### config.mk
export PLATFORM = sky130hd
export DESIGN_NAME = serial2parallel
export DESIGN_NICKNAME = d
export VERILOG_FILES = /design/src/rtl/serial_pkg.sv /design/src/rtl/s2p_bit_counter.sv /design/src/rtl/serial2parallel.sv
export SDC_FILE = /design/constraint.sdc
export NUM_CORES = 1
export LEC_CHECK = 0
export BUFFER_PORTS_ARGS = -buffer_cell sky130_fd_sc_hd__clkbuf_2
export CAP_MARGIN = 20
export CORE_MARGIN = 1
export CORE_UTILIZATION = 50
export CTS_CLUSTER_DIAMETER = 120
export DETAILED_ROUTE_END_ITERATION = 7
export GPL_TIMING_DRIVEN = 0
export PLACE_DENSITY = 0.82
export SYNTH_ARGS = -nofsm -noshare
export SYNTH_HDL_FRONTEND = slang
export SYNTH_SLANG_ARGS = --single-unit
### constraint.sdc
create_clock -name clk -period 1.7 [get_ports clk]
set_input_delay 0.34 -clock clk [delete_from_list [all_inputs] [get_ports clk]]
set_output_delay 0.34 -clock clk [all_outputs]
set_load 0.1 [all_outputs]
### src/rtl/serial_pkg.sv
// Shared definitions for the serial link: receiver FSM states and the default frame width
// also used by parallel2serial.
package serial_pkg;

  localparam int SERIAL_WIDTH = 8;

  typedef enum logic [0:0] {
    IDLE  = 1'b0,
    SHIFT = 1'b1
  } s2p_state_t;

endpackage

### src/rtl/s2p_bit_counter.sv
// Bit-position counter for the deserializer: clear, load-to-1 on a frame start, increment per
// bit, and a terminal flag when the last bit position (WIDTH-1) is reached.
module s2p_bit_counter #(
  parameter int WIDTH = 8,
  parameter int CW    = $clog2(WIDTH)
) (
  input  logic          clk,
  input  logic          reset,
  input  logic          load,
  input  logic          inc,
  input  logic          clr,
  output logic [CW-1:0] count,
  output logic          terminal
);

  localparam logic [CW-1:0] LAST = CW'(WIDTH - 1);

  always_ff @(posedge clk) begin
    if (reset || clr) begin
      count <= '0;
    end else if (load) begin
      count <= CW'(1);
    end else if (inc) begin
      count <= count + CW'(1);
    end
  end

  assign terminal = (count == LAST);

endmodule

### src/rtl/serial2parallel.sv
// LSB-first deserializer framed by serial_start/serial_end; presents each word on q with a
// one-cycle parallel_valid strobe. Define S2P_FRAME_CHECK_EN to build the framing checks.
module serial2parallel
  import serial_pkg::*;
#(
  parameter int WIDTH = SERIAL_WIDTH
) (
  input  logic             clk,
  input  logic             reset,
  input  logic             d,
  input  logic             serial_start,
  input  logic             serial_end,
  output logic [WIDTH-1:0] q,
  output logic             parallel_valid,
  output logic             busy,
  output logic             frame_error
);

  localparam int CW = $clog2(WIDTH);

  s2p_state_t       state, next_state;
  logic [WIDTH-1:0] sr, next_sr, word;
  logic [CW-1:0]    count;
  logic             terminal;
  logic             cnt_load, cnt_inc, cnt_clr;
  logic             load_q, err;
  logic             end_in, restart_in;

`ifdef S2P_FRAME_CHECK_EN
  localparam bit CHECK_EN = 1'b1;
  assign end_in     = serial_end;
  assign restart_in = serial_start;
`else
  localparam bit CHECK_EN = 1'b0;
  assign end_in     = 1'b0;
  assign restart_in = 1'b0;
  logic unused_check;
  assign unused_check = &{1'b0, serial_end, err};
`endif

  s2p_bit_counter #(.WIDTH(WIDTH), .CW(CW)) u_counter (
    .clk      (clk),
    .reset    (reset),
    .load     (cnt_load),
    .inc      (cnt_inc),
    .clr      (cnt_clr),
    .count    (count),
    .terminal (terminal)
  );

  always_comb begin
    word        = sr;
    word[count] = d;
    next_state  = state;
    next_sr     = sr;
    cnt_load    = 1'b0;
    cnt_inc     = 1'b0;
    cnt_clr     = 1'b0;
    load_q      = 1'b0;
    err         = 1'b0;
    case (state)
      IDLE: begin
        if (serial_start) begin
          if (end_in) begin
            err = 1'b1;
          end else begin
            next_state = SHIFT;
            next_sr    = {{(WIDTH-1){1'b0}}, d};
            cnt_load   = 1'b1;
          end
        end
      end
      SHIFT: begin
        // A start inside a frame abandons the partial word and restarts at bit 0.
        if (restart_in) begin
          err = 1'b1;
          if (end_in) begin
            next_state = IDLE;
            next_sr    = '0;
            cnt_clr    = 1'b1;
          end else begin
            next_sr  = {{(WIDTH-1){1'b0}}, d};
            cnt_load = 1'b1;
          end
        end else if (terminal) begin
          next_state = IDLE;
          next_sr    = '0;
          cnt_clr    = 1'b1;
          if (end_in || !CHECK_EN) load_q = 1'b1;
          else                     err    = 1'b1;
        end else if (end_in) begin
          err        = 1'b1;
          next_state = IDLE;
          next_sr    = '0;
          cnt_clr    = 1'b1;
        end else begin
          next_sr = word;
          cnt_inc = 1'b1;
        end
      end
      default: begin
        next_state = IDLE;
        cnt_clr    = 1'b1;
      end
    endcase
  end

  always_ff @(posedge clk) begin
    if (reset) begin
      state          <= IDLE;
      sr             <= '0;
      q              <= '0;
      parallel_valid <= 1'b0;
    end else begin
      state          <= next_state;
      sr             <= next_sr;
      parallel_valid <= load_q;
      if (load_q) q <= word;
    end
  end

`ifdef S2P_FRAME_CHECK_EN
  always_ff @(posedge clk) begin
    if (reset) frame_error <= 1'b0;
    else       frame_error <= err;
  end
`else
  assign frame_error = 1'b0;
`endif

  assign busy = (state == SHIFT);

endmodule

==> results by group <==
Clocking
  – Number of buffers created by CTS: 3
  – Post-CTS Setup Repair Bufs: 0
  – H-tree levels: 1
  – Clock slew at reported path FFs: 0.12 ns
  – TritonCTS clock tree: done
  – Clk sinks: 21
  – Clock Tree Root: clkbuf_4
  – CTS hold repair buffers: 0
  – Maximum buffer depth of the clock tree: 2
  – Skew-Pair Late Insertion Delay: 0.31 ns
  – Post-CTS Resized: 0

Setup path
  – Setup crit start kind: flip-flop
  – Slowest cell on crit path: dfxtp_1
  – Crit path top cell by count: ha_1
  – CP cell instances: ha_1 -> ha_1 -> and2b_4 -> buf_6 -> nand3_1 -> a31oi_1
  – Kind of critical path: flip-flop to flip-flop
  – CP arrival: 1.78 ns
  – CP top delay family: adder cells
  – Highest fanout seen on the critical path: 10
  – Crit end category: flip-flop
  – Buffers & Inverters on Critical Path: 1
  – Reg2reg path depth: 6
  – WP depth: 6
  – Req. time, crit path: 1.94 ns
  – Critical Path Max Stage Delay: 0.34 ns

Routing
  – DRT Pass-1 Iters: 4
  – Starting DRT DRC Count: 14
  – Drt wl/cell: 13.3 um
  – Vias per cell: 5.51
  – DR vias: 876
  – # DRC: 0
  – DRT Wirelength: 2.11 mm
  – Routed Antenna Nets: 0

Pwr
  – Sequential power share: 56.7%
  – PD cells: 731 nW/um2
  – Clk network pwr share: 26.6%
  – VDD IR max: 565 uV
  – P_int: 0.648 mW
  – Sw Share: 27.6%
  – Leakage Power: 0.499 nW
  – Total Power: 0.895 mW
  – Sw power: 0.247 mW
  – Comb power frac: 16.7%

Timing
  – Slew @ Worst Pin: 0.541 ns
  – Final setup violation count: 0
  – Clock Skew: 0.00849 ns
  – Fin. Hold Viols: 0
  – RSZ-0062 raised after global routing: no
  – Min Tclk post-route: 1.55 ns
  – Fin crit share: 91.0%
  – Max-slew violation count: 0
  – Slew HR: 64.1%
  – Fmax: 647 MHz
  – Post-Route Setup TNS: 0 ns

Layout
  – Commonest non-fill, non-tap cell in the layout: dfxtp_1
  – FF+latch area: 422 um2
  – Fill count: 182
  – Area of the multi-input gates: 588 um2
  – Share of layout cells above drive strength 1: 28.8%
  – Most frequent cells in the layout: dfxtp_1 (20), nand2_1 (13), clkbuf_2 (13)
  – Nets: 141
  – Area grow syn2layout: 11.6%
  – N_diodes: 0

Logic synthesis
  – Post-synth top area cell: dfxtp_1
  – Synth warnings: 0
  – Async set-or-reset flop fraction in the synthesized netlist: 0%
  – Synth top area share: 38.4%
  – Net Count, Synth: 123
  – Top post-synthesis cells by area: dfxtp_1 (38%), mux2i_1 (7.3%), nand3b_1 (6.2%)
  – Seq/Total Area, Yosys: 38.4%
  – Register bit total from synthesis: 21
  – Synth Instances: 115
  – EDFF count, synth: 0
  – Ys flop type: dfxtp_1
  – Avg Cell Area, Syn: 9.53 um2
  – Netlist cell types: 31
  – Mapped cell area: 1100 um2

Placed design
  – I/O Buffers: 13
  – Post-DP HPWL: 1.56 mm
  – Placer Congestion: 0.749

Floorplanning
  – Starting density of the core: 54.7%
  – Die height: 48.8 um
  – Top Ports: 16
  – Die ar.: 2380 um2
  – # rows: 16
  – Chip width: 48.8 um
  – Core Region: 2000 um2

Min path
  – Hold crit path type: input pin to flip-flop
  – Hold path cells: 3

GRT
  – Vias in the first global route: 857
  – All-Layer GR Usage: 20.7%
  – Pin count of the biggest net entering global routing: 13
  – Total grt overflow: 0
  – First-pass GRT wire length: 3.85 mm
  – Initial antenna violation count: 0

Flow run
  – Max Cap Viol: 0

Run status
  – Outcome: finished clean
state kept, by name (all words and copies together) (netlist names):
signal / cells
busy: 1
parallel_valid: 1
q: 8
sr: 8
u_counter.count: 3
cell type report:
| class | count | area share (%) |
|---|---|---|
| clock inverter | 1 | 0.409 |
| multi-input combinational | 83 | 48.1 |
| tap | 27 | 2.76 |
| inverter | 3 | 0.920 |
| clock buffer | 3 | 1.84 |
| timing repair buffer | 13 | 5.32 |
| buffer | 8 | 6.24 |
| sequential | 21 | 34.5 |
tightest hold or removal path: cells and delay by family:
kind	cells	cell delay (ns)
AO/OA/AOI/OAI	1	0.08
AND/OR/NAND/NOR	1	0.10
buffers and inverters	1	0.13
cell families after synthesis:
kind of cell	Yosys count	share of synthesized area (%)
flip-flops	21	38.4
AO/OA/AOI/OAI	28	16.2
buffers and inverters	11	7.99
adder cells (fa/ha/maj)	3	3.43
multiplexers	8	7.31
AND/OR/NAND/NOR	43	26.4
other	1	0.342
power groups by stage:
stage	Combinational (mW)	Sequential [mW]	Clock, mW
6_report	0.149	0.507	0.238
4_1_cts	0.150	0.507	0.249
5_1_grt	0.164	0.508	0.264
3_5_place_dp	0.149	0.518	0
3_3_place_gp	0.146	0.518	0
2_1_floorplan	0.110	0.530	0
routing by layer:
layer / part of all wire [%] / wire length, um / global-route usage (%)
met1: 44 / 929 / 25.4
met2: 50 / 1060 / 36.1
met3: 4.5 / 96 / 4.67
met4: 1.4 / 29 / 5.88
met5: 0 / 0 / 0
synth_stat cells (2+ instances only):
cell,number
a21o_2,2
a21oi_1,6
a31oi_1,3
buf_6,5
dfxtp_1,21
ha_1,3
inv_1,3
mux2i_1,8
nand2_1,13
nand2b_1,4
nand3_1,4
nand3b_1,9
nor2_1,3
nor3b_4,3
o21ai_0,6
o21ai_1,4
o32ai_1,4
path summary, 6_finish.rpt:
check | startpoint | to | slack [ns]
worst max-delay path | u_counter.count[0]$_SDFFE_PP0P_ | sr[4]$_SDFFE_PP0P_ | 0.15
worst min-delay path | d | sr[0]$_SDFFE_PP0P_ | 0.37
worst max register to register | u_counter.count[0]$_SDFFE_PP0P_ | sr[4]$_SDFFE_PP0P_ | 0.15
worst min register to register | q[4]$_SDFFE_PP0P_ | q[4]$_SDFFE_PP0P_ | 0.45
metrics by stage:
step           cells  worst slack, ns  area, um2  utilization [%]  hold slack [ns]
2_1_floorplan    115            0.286       1100                -            0.451
3_3_place_gp     155            0.227       1200             59.8            0.437
3_5_place_dp     155            0.180       1200             59.8            0.443
4_1_cts          159            0.138       1220             61.1            0.365
5_1_grt          159           0.0520       1220             61.1            0.392
6_report         159            0.153       1220             61.1            0.374
Note: power is estimated with default switching activity, not from simulation.
